--- src/rtl/seg_scan_if.sv ---
// Bundle of display pins, control and recovered results for the 7-segment scan capture block.
// master = stimulus/driver side, slave = capture block.
interface seg_scan_if;
    logic [3:0]  enable_in;
    logic [6:0]  segments_in;
    logic        clear;
    logic [15:0] digits_out;
    logic [3:0]  valid_out;
    logic [3:0]  blank_out;
    logic [3:0]  bad_pat;
    logic        frame_done;

    modport master (
        output enable_in, segments_in, clear,
        input  digits_out, valid_out, blank_out, bad_pat, frame_done
    );

    modport slave (
        input  enable_in, segments_in, clear,
        output digits_out, valid_out, blank_out, bad_pat, frame_done
    );
endinterface

--- src/rtl/seg_scan_capture.sv ---
// Recovers the hex value shown on each digit of a 4-digit multiplexed active-low 7-segment display.
// Patterns must hold STABLE_CYCLES synchronised cycles before they are decoded and stored.
module seg_scan_capture #(
    parameter int STABLE_CYCLES = 4,
    parameter int CNT_W         = 8
) (
    input  logic      clk,
    input  logic      rst,
    seg_scan_if.slave bus
);
    typedef enum logic [1:0] {IDLE, SETTLE, HELD} state_t;

    localparam logic [CNT_W-1:0] CNT_LAST = CNT_W'(STABLE_CYCLES - 1);

    // Result is {bad, blank, value}.
    function automatic logic [5:0] decode(input logic [6:0] seg);
        case (seg)
            7'h40:   decode = {2'b00, 4'h0};
            7'h79:   decode = {2'b00, 4'h1};
            7'h24:   decode = {2'b00, 4'h2};
            7'h30:   decode = {2'b00, 4'h3};
            7'h19:   decode = {2'b00, 4'h4};
            7'h12:   decode = {2'b00, 4'h5};
            7'h02:   decode = {2'b00, 4'h6};
            7'h78:   decode = {2'b00, 4'h7};
            7'h00:   decode = {2'b00, 4'h8};
            7'h10:   decode = {2'b00, 4'h9};
            7'h08:   decode = {2'b00, 4'hA};
            7'h03:   decode = {2'b00, 4'hB};
            7'h46:   decode = {2'b00, 4'hC};
            7'h21:   decode = {2'b00, 4'hD};
            7'h06:   decode = {2'b00, 4'hE};
            7'h0E:   decode = {2'b00, 4'hF};
            7'h7F:   decode = {2'b01, 4'h0};
            default: decode = {2'b10, 4'h0};
        endcase
    endfunction

    logic [3:0]       en_m_q, en_s_q, en_p_q;
    logic [6:0]       seg_m_q, seg_s_q, seg_p_q;
    state_t           state_q;
    logic [CNT_W-1:0] cnt_q;
    logic [15:0]      digits_q;
    logic [3:0]       valid_q, blank_q, bad_q, mask_q, mask_d;
    logic             fdone_q;

    logic             onehot, same, capture;
    logic [1:0]       sel;
    logic [5:0]       dec;

    always_comb begin
        onehot  = $onehot(~en_s_q);
        same    = ({en_s_q, seg_s_q} == {en_p_q, seg_p_q});
        dec     = decode(seg_s_q);
        sel     = 2'd0;
        case (en_s_q)
            4'b1101: sel = 2'd1;
            4'b1011: sel = 2'd2;
            4'b0111: sel = 2'd3;
            default: sel = 2'd0;
        endcase
        capture = (state_q == SETTLE) && same && (cnt_q == CNT_LAST);
        // A completed frame empties the mask the cycle frame_done is raised.
        mask_d  = (mask_q == 4'hF) ? 4'h0 : mask_q;
        if (capture) mask_d[sel] = 1'b1;
    end

    always_ff @(posedge clk or posedge rst) begin
        if (rst) begin
            en_m_q   <= 4'hF;
            en_s_q   <= 4'hF;
            en_p_q   <= 4'hF;
            seg_m_q  <= 7'h7F;
            seg_s_q  <= 7'h7F;
            seg_p_q  <= 7'h7F;
            state_q  <= IDLE;
            cnt_q    <= '0;
            digits_q <= '0;
            valid_q  <= '0;
            blank_q  <= '0;
            bad_q    <= '0;
            mask_q   <= '0;
            fdone_q  <= 1'b0;
        end else begin
            en_m_q  <= bus.enable_in;
            en_s_q  <= en_m_q;
            en_p_q  <= en_s_q;
            seg_m_q <= bus.segments_in;
            seg_s_q <= seg_m_q;
            seg_p_q <= seg_s_q;
            if (bus.clear) begin
                state_q  <= IDLE;
                cnt_q    <= '0;
                digits_q <= '0;
                valid_q  <= '0;
                blank_q  <= '0;
                bad_q    <= '0;
                mask_q   <= '0;
                fdone_q  <= 1'b0;
            end else begin
                fdone_q <= (mask_q == 4'hF);
                mask_q  <= mask_d;
                case (state_q)
                    IDLE: begin
                        cnt_q <= '0;
                        if (onehot) state_q <= SETTLE;
                    end
                    SETTLE: begin
                        if (!same) begin
                            cnt_q   <= '0;
                            state_q <= onehot ? SETTLE : IDLE;
                        end else if (cnt_q == CNT_LAST) begin
                            cnt_q   <= '0;
                            state_q <= HELD;
                        end else begin
                            cnt_q <= cnt_q + CNT_W'(1);
                        end
                    end
                    default: begin
                        if (!same) begin
                            cnt_q   <= '0;
                            state_q <= onehot ? SETTLE : IDLE;
                        end
                    end
                endcase
                if (capture) begin
                    if (dec[5]) begin
                        bad_q[sel]   <= 1'b1;
                        valid_q[sel] <= 1'b0;
                        blank_q[sel] <= 1'b0;
                    end else if (dec[4]) begin
                        valid_q[sel] <= 1'b0;
                        blank_q[sel] <= 1'b1;
                    end else begin
                        digits_q[{sel, 2'b00} +: 4] <= dec[3:0];
                        valid_q[sel] <= 1'b1;
                        blank_q[sel] <= 1'b0;
                    end
                end
            end
        end
    end

    assign bus.digits_out = digits_q;
    assign bus.valid_out  = valid_q;
    assign bus.blank_out  = blank_q;
    assign bus.bad_pat    = bad_q;
    assign bus.frame_done = fdone_q;
endmodule

--- src/flat_wrapper.sv ---
// flat-port wrapper written by rule: the top's interface ports become plain ports
module seg_scan_capture_flat 
#(
    parameter int STABLE_CYCLES = 4,
    parameter int CNT_W         = 8
)
  (clk, rst, bus_enable_in, bus_segments_in, bus_clear, bus_digits_out, bus_valid_out, bus_blank_out, bus_bad_pat, bus_frame_done);
  seg_scan_if bus_i ();
  input  logic clk;
  input  logic rst;
  input wire logic [$bits(bus_i.enable_in)-1:0] bus_enable_in;
  input wire logic [$bits(bus_i.segments_in)-1:0] bus_segments_in;
  input wire logic [$bits(bus_i.clear)-1:0] bus_clear;
  output wire logic [$bits(bus_i.digits_out)-1:0] bus_digits_out;
  output wire logic [$bits(bus_i.valid_out)-1:0] bus_valid_out;
  output wire logic [$bits(bus_i.blank_out)-1:0] bus_blank_out;
  output wire logic [$bits(bus_i.bad_pat)-1:0] bus_bad_pat;
  output wire logic [$bits(bus_i.frame_done)-1:0] bus_frame_done;
  assign bus_i.enable_in = bus_enable_in;
  assign bus_i.segments_in = bus_segments_in;
  assign bus_i.clear = bus_clear;
  assign bus_digits_out = bus_i.digits_out;
  assign bus_valid_out = bus_i.valid_out;
  assign bus_blank_out = bus_i.blank_out;
  assign bus_bad_pat = bus_i.bad_pat;
  assign bus_frame_done = bus_i.frame_done;
  seg_scan_capture #(.STABLE_CYCLES(STABLE_CYCLES), .CNT_W(CNT_W)) u_core (.clk(clk), .rst(rst), .bus(bus_i));
endmodule
--- config.mk ---
export PLATFORM = sky130hd
export DESIGN_NAME = seg_scan_capture_flat
export DESIGN_NICKNAME = d
export VERILOG_FILES = /design/src/rtl/seg_scan_if.sv /design/src/rtl/seg_scan_capture.sv /design/src/flat_wrapper.sv
export SDC_FILE = /design/constraint.sdc
export NUM_CORES = 1
export LEC_CHECK = 0
export BUFFER_PORTS_ARGS = -buffer_cell sky130_fd_sc_hd__buf_2
export CELL_PAD_IN_SITES_DETAIL_PLACEMENT = 1
export CELL_PAD_IN_SITES_GLOBAL_PLACEMENT = 2
export CORE_MARGIN = 1
export CORE_UTILIZATION = 40
export CTS_BUF_LIST = sky130_fd_sc_hd__clkbuf_4
export DETAILED_ROUTE_END_ITERATION = 10
export PLACE_DENSITY = 0.92
export SLEW_MARGIN = 20
export SYNTH_ARGS = -nofsm -noshare
export SYNTH_HDL_FRONTEND = slang
export SYNTH_SLANG_ARGS = --single-unit
--- constraint.sdc ---
create_clock -name clk -period 3.14 [get_ports clk]
set_input_delay 0.157 -clock clk [delete_from_list [all_inputs] [get_ports clk]]
set_output_delay 0.157 -clock clk [all_outputs]
set_load 0.02 [all_outputs]
==> results.sh <==
export IMPL_status="completed"
export IMPL_synth_cells=346
export IMPL_synth_top_area_cell="dfrtp_1"
export IMPL_reg2reg_slack_ns=0.55
export IMPL_holdCritPathClass="in2reg"
export IMPL_p_int_mw=1.493
export IMPL_grt_first_pass_wirelength_mm=15.10
export IMPL_p_total_mw=1.968
export IMPL_r2r_cells=9
export IMPL_dpl_hpwl_mm=6.325
export IMPL_p_per_area_nw_per_um2=446.2
export IMPL_clk_pin_slew_ns=0.14
export IMPL_ys_top_cells_by_count="43 x dfrtp_1, 33 x dfstp_2, 27 x nand2_1, 20 x inv_1"
export IMPL_boundaryPins=43
export IMPL_fin_crit_sh=0.8257
export IMPL_critPathMaxFanout=5
export IMPL_final_area_um2=4412
export IMPL_start_util=0.4125
export IMPL_stdcell_count=531
export IMPL_yosys_warnings=0
export IMPL_portBuffers=42
export IMPL_routedWlPerCell_um=16.65
export IMPL_syn_area_um2=3811
export IMPL_r2r_end="u_core.bus.digits_out[5]"
export IMPL_routed_wl_mm=8.840
export IMPL_grt_max_degree=40
export IMPL_routabilityCongestion=0.8480
export IMPL_synth_top_area_frac=0.2823
export IMPL_hold_buffers=12
export IMPL_p_leak_nw=1.984
export IMPL_rows=35
export IMPL_grt_overflow_total=0
export IMPL_core_area_um2=9240
export IMPL_seqPwrFrac=0.535
export IMPL_slew_violations=0
export IMPL_finalSetupViolCount=0
export IMPL_ctsResizeCount=0
export IMPL_vdd_drop_max_uv=328.2
export IMPL_cts_max_level=3
export IMPL_cts_path_max_buffers=2
export IMPL_cap_violations=0
export IMPL_min_delay_worst_endpoint="u_core.bus.frame_done"
export IMPL_clock_power_share=0.393
export IMPL_timing_fmax_mhz=385.7
export IMPL_drt_first_pass_iters=4
export IMPL_finalHoldViolCount=0
export IMPL_start_kind="flop"
export IMPL_min_period_ns=2.593
export IMPL_clkLatencyLatePin_ns=0.45
export IMPL_fillers=1031
export IMPL_hold_path_startpoint="bus_clear"
export IMPL_synthDistinctLibCells=54
export IMPL_p_sw_frac=0.2414
export IMPL_multi_input_area_um2=1684
export IMPL_endpoint_kind="flop"
export IMPL_post_cts_setup_buffers=0
export IMPL_seqCellArea_um2=1943
export IMPL_dpl_cell_count=503
export IMPL_grt_pass1_vias=3009
export IMPL_cts_buffers=9
export IMPL_p_comb_frac=0.072
export IMPL_synth_seq_cells=76
export IMPL_viasPerCell=5.137
export IMPL_die_x_um=99.61
export IMPL_root_buffer="clkbuf_4"
export IMPL_final_nets=429
export IMPL_cp_required_ns=3.48
export IMPL_die_area_um2=9922
export IMPL_antenna_found_initial=0
export IMPL_rsz0062_at_grt="false"
export IMPL_setup_worst_path_class="reg2reg"
export IMPL_synthMostInstantiatedCell="dfrtp_1"
export IMPL_cts_sinks=76
export IMPL_drcViolationCount=0
export IMPL_synth_edff_count=0
export IMPL_vias=2728
export IMPL_r2r_start="u_core.en_s_q[2]"
export IMPL_synth_fp_nets=378
export IMPL_hold_slack_ns=0.2404
export IMPL_ys_top_cells_by_area="dfrtp_1 28%, dfstp_2 23%, ha_1 5.6%, mux2i_1 5.0%, xnor2_1 3.0%"
export IMPL_ys_seq_area_frac=0.5098
export IMPL_tns_ns=0
export IMPL_die_h_um=99.61
export IMPL_worst_pin_slew_ns=0.7805
export IMPL_arrival_ns=2.93
export IMPL_power_switching_uw=475.1
export IMPL_slew_headroom=0.4789
export IMPL_cts_tree="yes"
export IMPL_ant_nets=0
export IMPL_min_delay_path_depth=2
export IMPL_first_iter_violations=98
export IMPL_skew_ns=0.02911
export IMPL_synth_top_flop_cell="dfrtp_1"
export IMPL_place_area_um2=4104
export IMPL_diodes=0
export IMPL_syn_to_final_growth_pct=15.76
export IMPL_syn_area_per_cell_um2=11.01
export IMPL_synthArstFlopShare=1.000
export IMPL_grt_use_total=0.1989
export IMPL_drive_above_1_share=0.2836
==> metal layers <==
layer | global-route usage | share of wire
met1 | 0.2440 | 0.44
met2 | 0.3456 | 0.52
met3 | 0.04708 | 0.031
met4 | 0.06335 | 0.012
met5 | 0 | 0
==> power by group through the flow <==
| stage | Combinational, mW | Clock [mW] | Sequential [mW] |
|---|---|---|---|
| floorplan | 0.110 | 0 | 1.05 |
| global placement | 0.128 | 0 | 1.07 |
| detailed placement | 0.133 | 0 | 1.07 |
| CTS | 0.145 | 0.797 | 1.05 |
| global route | 0.161 | 0.826 | 1.06 |
| finish | 0.143 | 0.773 | 1.05 |
==> sequential cells by signal (all words and copies together), names as in the netlist <==
name / flops
u_core.seg_s_q: 7
u_core.state_q: 2
u_core.bus.blank_out: 4
u_core.en_p_q: 4
u_core.en_m_q: 4
u_core.bus.digits_out: 16
u_core.bus.frame_done: 1
u_core.cnt_q: 8
u_core.seg_m_q: 7
u_core.mask_q: 4
u_core.bus.bad_pat: 4
u_core.bus.valid_out: 4
u_core.seg_p_q: 7
u_core.en_s_q: 4
==> layout by cell type, fill, tap and decap left out, drive strengths merged, types with 4 or more instances in the layout <==
master,count
buf,46
clkbuf,10
or3,7
and3,9
nand4,6
nand2b,16
nor2b,6
dfstp,33
mux2i,19
inv,20
nor3,6
o211ai,7
xnor2,13
a22o,5
dfrtp,43
a21oi,14
o21ai,8
dlygate4sd3,12
nand3,18
a22oi,4
nor2,19
ha,17
nand2,28
==> critical path: stages, from the launching register on <==
cell and delay [ns]:
dfstp_2 0.60, inv_1 0.08, ha_1 0.20, o21ai_0 0.48, ha_1 0.36, nor3b_1 0.17
and2_1 0.24, inv_1 0.06, nor2_1 0.04, mux2_4 0.28
==> cell families (layout without fill, tap and decap cells) <==
logic type | Yosys count | after routing | share of synthesized area
multiplexers | 22 | 22 | 0.06073
XOR/XNOR | 13 | 13 | 0.02988
adder cells (fa/ha/maj) | 18 | 18 | 0.06106
flip-flops | 76 | 76 | 0.5098
buffers and inverters | 38 | 94 | 0.04826
AND/OR/NAND/NOR | 129 | 129 | 0.2009
AO/OA/AOI/OAI | 50 | 50 | 0.08930
==> metrics by stage <==
stage	worst slack, ns	util
after detailed placement	0.5847	0.4441
after floorplan	0.8688	-
after global placement	0.6852	0.4441
after global routing	0.3821	0.4775
final	0.5474	0.4775
after CTS	0.5484	0.4775
==> cell type report <==
cell class / count / share of cell area
flip-flops and latches: 76 / 0.4404
inverters: 20 / 0.01702
multi-input cells: 232 / 0.3817
clock buffers: 10 / 0.01702
well taps: 129 / 0.03659
clock inverters: 6 / 0.02552
repair buffers: 58 / 0.08168
==> how the worst max path moves through the flow <==
stage                     start                  endpoint  slack [ns]  depth (start not counted)
2_1_floorplan  u_core.en_s_q[2]  u_core.bus.digits_out[5]        0.87                          9
3_3_place_gp   u_core.en_s_q[2]  u_core.bus.digits_out[5]        0.69                          9
3_5_place_dp   u_core.en_s_q[2]  u_core.bus.digits_out[5]        0.58                          9
4_1_cts        u_core.en_s_q[2]  u_core.bus.digits_out[5]        0.55                          9
5_1_grt        u_core.en_s_q[2]  u_core.bus.digits_out[5]        0.38                          9
6_report       u_core.en_s_q[2]  u_core.bus.digits_out[5]        0.55                          9
Note: power is estimated with default switching activity, not from simulation.
